--- src/rtl/cross_bar_pkg.sv ---
// rtl/cross_bar_pkg.sv - shared crossbar sizing constants
package cross_bar_pkg;
  localparam int MASTER_N = 2;
endpackage

--- src/rtl/cross_bar_resp_router_if.sv ---
// rtl/cross_bar_resp_router_if.sv - grant/ack/response bundle between arbiter, slave and masters
interface cross_bar_resp_router_if #(
  parameter int DATA_W = 32,
  parameter int DEPTH  = 4
);
  localparam int MASTER_N = cross_bar_pkg::MASTER_N;
  localparam int CNT_W    = $clog2(DEPTH + 1);

  logic [MASTER_N-1:0]        grant;
  logic                       slave_ack;
  logic                       slave_rd;
  logic                       slave_resp;
  logic [DATA_W-1:0]          slave_rdata;
  logic [MASTER_N-1:0]        master_resp;
  logic [MASTER_N*DATA_W-1:0] master_rdata;
  logic                       full;
  logic [CNT_W-1:0]           outstanding;
  logic                       err;

  modport master (
    output grant, slave_ack, slave_rd, slave_resp, slave_rdata,
    input  master_resp, master_rdata, full, outstanding, err
  );

  modport slave (
    input  grant, slave_ack, slave_rd, slave_resp, slave_rdata,
    output master_resp, master_rdata, full, outstanding, err
  );
endinterface

--- src/rtl/cross_bar_resp_router.sv ---
// rtl/cross_bar_resp_router.sv - in-order read-response router for one slave port
// Accepted reads queue their master index; each slave response pops the head and is steered there.
module cross_bar_resp_router #(
  parameter int DATA_W = 32,
  parameter int DEPTH  = 4
) (
  input  logic                    clk,
  input  logic                    rst,
  cross_bar_resp_router_if.slave  bus
);
  localparam int MASTER_N = cross_bar_pkg::MASTER_N;
  localparam int IDX_W    = $clog2(MASTER_N);
  localparam int CNT_W    = $clog2(DEPTH + 1);
  localparam int PTR_W    = $clog2(DEPTH);

  logic [IDX_W-1:0]           mem [DEPTH];
  logic [PTR_W-1:0]           wptr;
  logic [PTR_W-1:0]           rptr;
  logic [CNT_W-1:0]           count;
  logic                       err_r;
  logic [MASTER_N-1:0]        resp_r;
  logic [MASTER_N*DATA_W-1:0] rdata_r;

  logic             grant_onehot;
  logic [IDX_W-1:0] grant_idx;
  logic [IDX_W-1:0] head_idx;
  logic             full_w;
  logic             empty_w;
  logic             rd_ack;
  logic             push;
  logic             pop;
  logic             err_evt;

  always_comb begin
    grant_idx = '0;
    for (int m = 0; m < MASTER_N; m++) begin
      if (bus.grant[m]) grant_idx = IDX_W'(m);
    end
  end

  assign grant_onehot = (bus.grant != '0) &&
                        ((bus.grant & (bus.grant - MASTER_N'(1))) == '0);
  // full is decoded from the registered count only, so the arbiter sees no input-to-full path
  assign full_w   = (count == CNT_W'(DEPTH));
  assign empty_w  = (count == '0);
  assign rd_ack   = bus.slave_ack & bus.slave_rd;
  assign push     = rd_ack & ~full_w & grant_onehot;
  assign pop      = bus.slave_resp & ~empty_w;
  assign err_evt  = (bus.slave_resp & empty_w) | (rd_ack & full_w) | (rd_ack & ~grant_onehot);
  assign head_idx = mem[rptr];

  always_ff @(posedge clk) begin
    if (push) mem[wptr] <= grant_idx;
  end

  always_ff @(posedge clk) begin
    if (rst) begin
      wptr    <= '0;
      rptr    <= '0;
      count   <= '0;
      err_r   <= 1'b0;
      resp_r  <= '0;
      rdata_r <= '0;
    end else begin
      if (push) wptr <= wptr + PTR_W'(1);
      if (pop)  rptr <= rptr + PTR_W'(1);
      case ({push, pop})
        2'b10:   count <= count + CNT_W'(1);
        2'b01:   count <= count - CNT_W'(1);
        default: count <= count;
      endcase
      if (err_evt) err_r <= 1'b1;
      resp_r  <= '0;
      rdata_r <= '0;
      if (pop) begin
        resp_r[head_idx]                    <= 1'b1;
        rdata_r[head_idx*DATA_W +: DATA_W]  <= bus.slave_rdata;
      end
    end
  end

  assign bus.master_resp  = resp_r;
  assign bus.master_rdata = rdata_r;
  assign bus.full         = full_w;
  assign bus.outstanding  = count;
  assign bus.err          = err_r;
endmodule

--- src/flat_wrapper.sv ---
// flat-port wrapper written by rule: the top's interface ports become plain ports
module cross_bar_resp_router_flat 
#(
  parameter int DATA_W = 32,
  parameter int DEPTH  = 4
)
  (clk, rst, bus_grant, bus_slave_ack, bus_slave_rd, bus_slave_resp, bus_slave_rdata, bus_master_resp, bus_master_rdata, bus_full, bus_outstanding, bus_err);
  cross_bar_resp_router_if #(.DATA_W(DATA_W), .DEPTH(DEPTH)) bus_i ();
  input  logic clk;
  input  logic rst;
  input wire logic [$bits(bus_i.grant)-1:0] bus_grant;
  input wire logic [$bits(bus_i.slave_ack)-1:0] bus_slave_ack;
  input wire logic [$bits(bus_i.slave_rd)-1:0] bus_slave_rd;
  input wire logic [$bits(bus_i.slave_resp)-1:0] bus_slave_resp;
  input wire logic [$bits(bus_i.slave_rdata)-1:0] bus_slave_rdata;
  output wire logic [$bits(bus_i.master_resp)-1:0] bus_master_resp;
  output wire logic [$bits(bus_i.master_rdata)-1:0] bus_master_rdata;
  output wire logic [$bits(bus_i.full)-1:0] bus_full;
  output wire logic [$bits(bus_i.outstanding)-1:0] bus_outstanding;
  output wire logic [$bits(bus_i.err)-1:0] bus_err;
  assign bus_i.grant = bus_grant;
  assign bus_i.slave_ack = bus_slave_ack;
  assign bus_i.slave_rd = bus_slave_rd;
  assign bus_i.slave_resp = bus_slave_resp;
  assign bus_i.slave_rdata = bus_slave_rdata;
  assign bus_master_resp = bus_i.master_resp;
  assign bus_master_rdata = bus_i.master_rdata;
  assign bus_full = bus_i.full;
  assign bus_outstanding = bus_i.outstanding;
  assign bus_err = bus_i.err;
  cross_bar_resp_router #(.DATA_W(DATA_W), .DEPTH(DEPTH)) u_core (.clk(clk), .rst(rst), .bus(bus_i));
endmodule
--- config.mk ---
export PLATFORM = sky130hd
export DESIGN_NAME = cross_bar_resp_router_flat
export DESIGN_NICKNAME = d
export VERILOG_FILES = /design/src/rtl/cross_bar_pkg.sv /design/src/rtl/cross_bar_resp_router_if.sv /design/src/rtl/cross_bar_resp_router.sv /design/src/flat_wrapper.sv
export SDC_FILE = /design/constraint.sdc
export NUM_CORES = 1
export LEC_CHECK = 0
export ABC_AREA = 1
export BUFFER_PORTS_ARGS = -buffer_cell sky130_fd_sc_hd__clkbuf_2
export CAP_MARGIN = 20
export CORE_UTILIZATION = 42
export CTS_BUF_LIST = sky130_fd_sc_hd__clkbuf_16
export CTS_CLUSTER_DIAMETER = 150
export CTS_CLUSTER_SIZE = 16
export DETAILED_ROUTE_END_ITERATION = 8
export PLACE_DENSITY_LB_ADDON = 0.25
export SKIP_LAST_GASP = 1
export SLEW_MARGIN = 20
export SYNTH_ARGS = -nofsm -noshare
export SYNTH_HDL_FRONTEND = slang
export SYNTH_SLANG_ARGS = --single-unit
--- constraint.sdc ---
create_clock -name clk -period 2 [get_ports clk]
set_input_delay 0.1 -clock clk [delete_from_list [all_inputs] [get_ports clk]]
set_output_delay 0.1 -clock clk [all_outputs]
set_load 0.005 [all_outputs]
# Word-level counts from Yosys, hierarchy flattened
# Memory sizes are Yosys's and may differ from the RTL's. A register that Yosys moved wholly into a read port is not among the register bits.
# Index checks and enable logic that the tools add are counted.
[op_classes] add_sub_neg=6 muxes=8 bitwise=15 reduce_logical=7 magnitude_cmp=2 n_eq_ne=3 shifts=2
[op_table] operator="$and A64 B64 Y64" count=1
[op_table] operator="$shift A32 B34 Y64 const A" count=1
[op_table] operator="$shiftx A32 B34 Y64" count=1
[op_table] operator="$neg A6 Y34" count=1
[op_table] operator="$and A1 B1 Y1" count=7
[op_table] operator="$pmux W3 S2" count=1
[op_table] operator="$add A2 B1 Y2 const B" count=2
[op_table] operator="$mux W1" count=4
[op_table] operator="$mux W2" count=2
[op_table] operator="$not A1 Y1" count=4
[op_table] operator="$reduce_bool A2 Y1" count=2
[op_table] operator="$add A3 B1 Y3 const B" count=1
[op_table] operator="$eq A3 B3 Y1 const B" count=1
[op_table] operator="$logic_not A3 Y1" count=1
[op_table] operator="$sub A3 B1 Y3 const B" count=1
[op_table] operator="$and A2 B2 Y2" count=1
[op_table] operator="$eq A2 B1 Y1 const B" count=1
[op_table] operator="$eq A2 B2 Y1 const B" count=1
[op_table] operator="$logic_and A1 B1 Y1" count=2
[op_table] operator="$logic_not A2 Y1" count=1
[op_table] operator="$lt A1 B2 Y1 const B" count=1
[op_table] operator="$or A1 B1 Y1" count=2
[op_table] operator="$reduce_or A2 Y1" count=1
[op_table] operator="$sub A2 B1 Y2 const B" count=1
[op_table] operator="2 further kinds" count=2
[word_totals] wordCells=50 input_bits=39 ff_bits=74 memories=1 ramBits=4
[memory_table] memory="u_core.mem" words=4 width=1 read_ports=1 rd_ports_with_merged_regs=1 wr=1 line="cross_bar_resp_router.sv:16" rtl="logic [IDX_W-1:0] mem [DEPTH];"

# Logic depth before layout (Yosys ltp)
[logic_depth] depth_word=7 mapped_depth=12

# Worst setup path after synthesis
# OpenSTA, ideal clock, no wires.
[synth_timing] kind="register to register" from="register u_core.count[0], in the netlist u_core.bus.outstanding[0]" to="register u_core.count[2], in the netlist u_core.bus.outstanding[2]" arrival_ns=1.878 stages_incl_launch_ff=12 slack_ns=0.012 period_less_slack_ns=1.988 required_ns=1.890 n_path_buf=0 path_cell_list="dfxtp_1 -> nor2_2 -> nand2_1 -> nand3_1 -> ha_1 -> inv_1 -> fa_1 -> or2_2 -> nand3_1 -> nand2_1 -> inv_1 -> nor2_1"
[synth_between] elab_chain_cells=6 word_cells_on_any_way=13 classes_between="add/sub: 2; eq/ne: 3; mux: 1; bitwise: 5; reduce/logical: 2"
[synth_lines] element="start: declaration" line="cross_bar_resp_router.sv:19" rtl="logic [CNT_W-1:0] count;"
[synth_lines] element="start signal: assignment" line="cross_bar_resp_router.sv:68" rtl="2'b10: count <= count + CNT_W'(1);"
[synth_lines] element="start signal: assignment" line="cross_bar_resp_router.sv:69" rtl="2'b01: count <= count - CNT_W'(1);"
[synth_lines] element="start signal: assignment" line="cross_bar_resp_router.sv:70" rtl="default: count <= count;"
[synth_lines] element="$eq A3 B3 Y1" line="cross_bar_resp_router.sv:44" rtl="assign full_w = (count == CNT_W'(DEPTH));"
[synth_lines] element="$not A1 Y1" line="cross_bar_resp_router.sv:47" rtl="assign push = rd_ack & ~full_w & grant_onehot;"
[synth_lines] element="$and A1 B1 Y1 (2 in series)" line="cross_bar_resp_router.sv:47"
[synth_lines] element="$eq A2 B1 Y1 or $eq A2 B2 Y1 (tied branches)" line="cross_bar_resp_router.sv:67" rtl="case ({push, pop})"
[synth_lines] element="$pmux W3 S2 or $reduce_bool A2 Y1 (tied branches)"
# Several ways; a longest one is shown, not always the timed one.
# A chain may end at the register's enable or synchronous reset.

# Final worst setup path
[layout_timing] from="register u_core.count[2], in the netlist u_core.bus.outstanding[2]" to="register u_core.count[2], in the netlist u_core.bus.outstanding[2]"
[layout_between] word_cells_on_any_way=13 classes_between="add/sub: 2; eq/ne: 3; mux: 1; bitwise: 5; reduce/logical: 2"
[layout_rtl] element="$logic_not A3 Y1 *" line="cross_bar_resp_router.sv:45" rtl="assign empty_w = (count == '0);"
[layout_rtl] element="$not A1 Y1 *" line="cross_bar_resp_router.sv:48" rtl="assign pop = bus.slave_resp & ~empty_w;"
[layout_rtl] element="$and A1 B1 Y1 *" line="cross_bar_resp_router.sv:48"
[layout_rtl] element="named net u_core.pop" line="cross_bar_resp_router.sv:31" rtl="logic pop;"
[layout_rtl] element="$eq A2 B1 Y1 or $eq A2 B2 Y1 (tied branches)" line="cross_bar_resp_router.sv:67"
[layout_rtl] element="$pmux W3 S2 or $reduce_bool A2 Y1 (tied branches)"
# The timed path passes the listed nets; every way through them passes the cells marked *.

==> impl_results.md <==
- Number of diodes: 0
- Final hold vios: 0
- Grt total ovfl: 0
- DIE WIDTH: 81.5 um
- Maximum vdd drop: around 0.7 mV
- Boundary pin count: 110
- Tightest Pin Transition: 0.584 ns
- DRC Markers: 0
- Avg WL per Cell: between 9 and 10 um
- Multi-input gate area: ~720 um2
- Final net count: ~450
- Placed Instances: roughly 450
- Routed Antenna Nets: 0
- CTS Sinks: 80
- Tightest Hold Check Type: in -> reg
- Final Cycle Share: 92.3%
- Die Y: roughly 81 um
- DR vias/cell: approximately 4.1
- Reg2reg start: u_core.bus.outstanding[2]$_SDFFE_PP0P_
- Seq/Total Area, Yosys: ~62%
- Hold Path Depth: 3
- Final setup violation count: 0
- Fraction of layout cells with a size suffix above 1: about two fifths
- Detailed Place HPWL: roughly 3.2 mm
- Area contributors post-synth: dfxtp_1, inv_1, nor2_1, edfxtp_1, nor2_4
- Status: complete, no violations
- R2R setup slack: between 0.15 and 0.2 ns
- Warnings, synthesis: 0
- CTS tree: done
- Std cell rows: 28
- Synthesized instance count: 271
- Post-Layout Cell Count: approximately 490
- Pre-antenna DRT Iters: 4
- Clock Tree Buf Depth: 2
- Yosys reg bits: 80
- Syn nets: 316
- Fmax: approximately 540 MHz
- Crit path required time: around 2.2 ns
- Setup Crit Path Kind: reg -> reg
- Worst flop-to-flop path endpoint: u_core.bus.outstanding[2]$_SDFFE_PP0P_
- Crit path from: u_core.bus.outstanding[2]$_SDFFE_PP0P_
- CP startpoint kind: flop
- Setup TNS: 0 ns
- Largest net degree at the start of global routing: 34
- Number of antenna violations at the first check in global routing: 0
- Normalized max-slew margin: 61.1%
- Min-delay src: bus_slave_rdata[12]
- PortBufs: 109
- Crit path arrival time: 2.06 ns
- First-pass GRT wire length: about 7.1 mm
- WHS Endpoint: u_core.bus.master_rdata[44]$_SDFF_PP0_
- Setup Fix Bufs, Post-CTS: 0
- Initial DRC Count: 42
- Post-synthesis average cell area: 9.78 um2
- Synthesized area: roughly 2700 um2
- Distinct cells, synth: 20
- Commonest cells after routing, fill and taps aside: clkbuf_2, dfxtp_1, inv_1
- PD cells: around 1100 nW/um2
- Initial Util: 44.3%
- Vias in the first global route: about 1700
- Crit. End Element: flop
- Max cap viols: 0
- Fill cell total of the finished layout: a little over 500
- Clock Skew: slightly below 0.004 ns
- Clk_lat worst skew: 0.32 ns
- CP max FO: 4
- RSZ-0062 raised after global routing: false
- Reg clk slew, reported paths: 0.05 ns
- Tmin final: between 1.5 and 2 ns
- Lkg Pwr: between 1.5 and 2 nW
- Pins over their slew limit: 0
- Core Area: 5990 um2
- Layout Area Growth over Synthesis: 40.3%
- GRT Total Usage: approximately 15%
- Share of the synthesized area in the top cell type: 57.4%
- Register area: between 1500 and 2000 um2
- Detailed-route via count: between 1500 and 2000
- Die Area: about 6600 um2
- Root Buffer: clkbuf_16
- Routability Congestion: 0.762
- Reg2reg path depth: 12
- Commonest non-fill, non-tap cell in the layout: clkbuf_2
- TritonCTS buffer count: 9
- Synth area leader: dfxtp_1
- Overall routed net length: roughly 4.7 mm
- H-tree Lvls: 3
through the flow:
stage / setup WS [ns] / power (mW) / hold slack (ns) / util, % / instance area (um2)
global route: 0.00519 / 4.19 / 0.0163 / 62.1 / 3720
finish: 0.154 / 3.97 / 0.0113 / 62.1 / 3720
floorplan: 0.0124 / 2.26 / 0.172 / - / 2650
global placement: 0.124 / 2.45 / 0.323 / 53.9 / 3230
CTS: 0.0559 / 4.00 / 0.00626 / 61.8 / 3700
detailed placement: 0.0625 / 2.46 / 0.327 / 53.9 / 3230
repair_timing:
action                                  in CTS  in global routing
hold buffers                                19                  0
endpoints found under the setup margin       0                  1
hold endpoints to repair                    35                  0
resized for setup                            0                  7
cells in the mapped netlist:
cell      count
fa_1          1
nand2_2       1
dfxtp_1      76
inv_1        60
ha_1          5
o21ai_0       3
nor2_1       53
nor2_4       10
edfxtp_1      4
xor2_1        1
nor2_2       13
nand3_1       5
nor2_8        1
or2_2         1
a21oi_1       4
nand2_1      21
buf_6         5
nand2_4       3
nand4_1       3
buf_12        1
layer usage:
layer	vias up	global-route usage, %	share of wire, %
met5	-	0	0
li1	1053	-	-
met3	6	6.56	8.7
met2	69	23.8	46
met4	0	6.96	1.5
met1	841	15.9	44
power by group:
| part | switching (mW) | internal (mW) |
|---|---|---|
| registers | 0.0697 | 1.75 |
| logic | 0.377 | 0.267 |
| clock network | 0.596 | 0.903 |
| total | 1.04 | 2.92 |
cell type report:
class	instances	share of cell area (%)
well taps	75	2.52
flip-flops and latches	80	44.2
multi-input cells	125	19.4
inverters	60	6.05
clock inverters	6	0.908
clock buffers	10	6.73
repair buffers	130	20.2
worst max path at each step:
stage	end	cells past startpoint	slack (ns)
2_1_floorplan	u_core.bus.outstanding[2]$_SDFFE_PP0P_	11	0.01
3_5_place_dp	u_core.bus.outstanding[2]$_SDFFE_PP0P_	11	0.06
5_1_grt	u_core.bus.outstanding[2]$_SDFFE_PP0P_	12	0.005
4_1_cts	u_core.bus.outstanding[2]$_SDFFE_PP0P_	11	0.06
6_report	u_core.bus.outstanding[2]$_SDFFE_PP0P_	12	0.15
3_3_place_gp	u_core.bus.outstanding[2]$_SDFFE_PP0P_	11	0.12
registers in the layout, indices dropped and copies added (netlist names), named ones only:
name,cells
u_core.rptr,2
u_core.wptr,2
u_core.mem,4
u_core.bus.outstanding,3
u_core.bus.master_rdata,64
u_core.bus.err,1
u_core.bus.master_resp,2
worst max-delay path, stage by stage (launching register included):
cell,delay (ns)
dfxtp_2,0.35
inv_1,0.07
nand2_2,0.09
nand2_4,0.08
inv_2,0.07
ha_1,0.13
inv_1,0.06
fa_1,0.37
or2_2,0.31
nand3_1,0.07
nand2_1,0.05
inv_1,0.05
nor2_1,0.03
logic make-up (layout without fill, tap and decap cells):
logic type | Yosys count | in the layout | share of synthesized area (%)
simple gates | 111 | 111 | 21.9
flops | 80 | 80 | 61.9
buf+inv | 66 | 206 | 11.4
compound gates | 7 | 7 | 1.32
fa+ha+maj | 6 | 6 | 3.11
xor+xnor | 1 | 1 | 0.330
(Power assumes the default switching activity.)
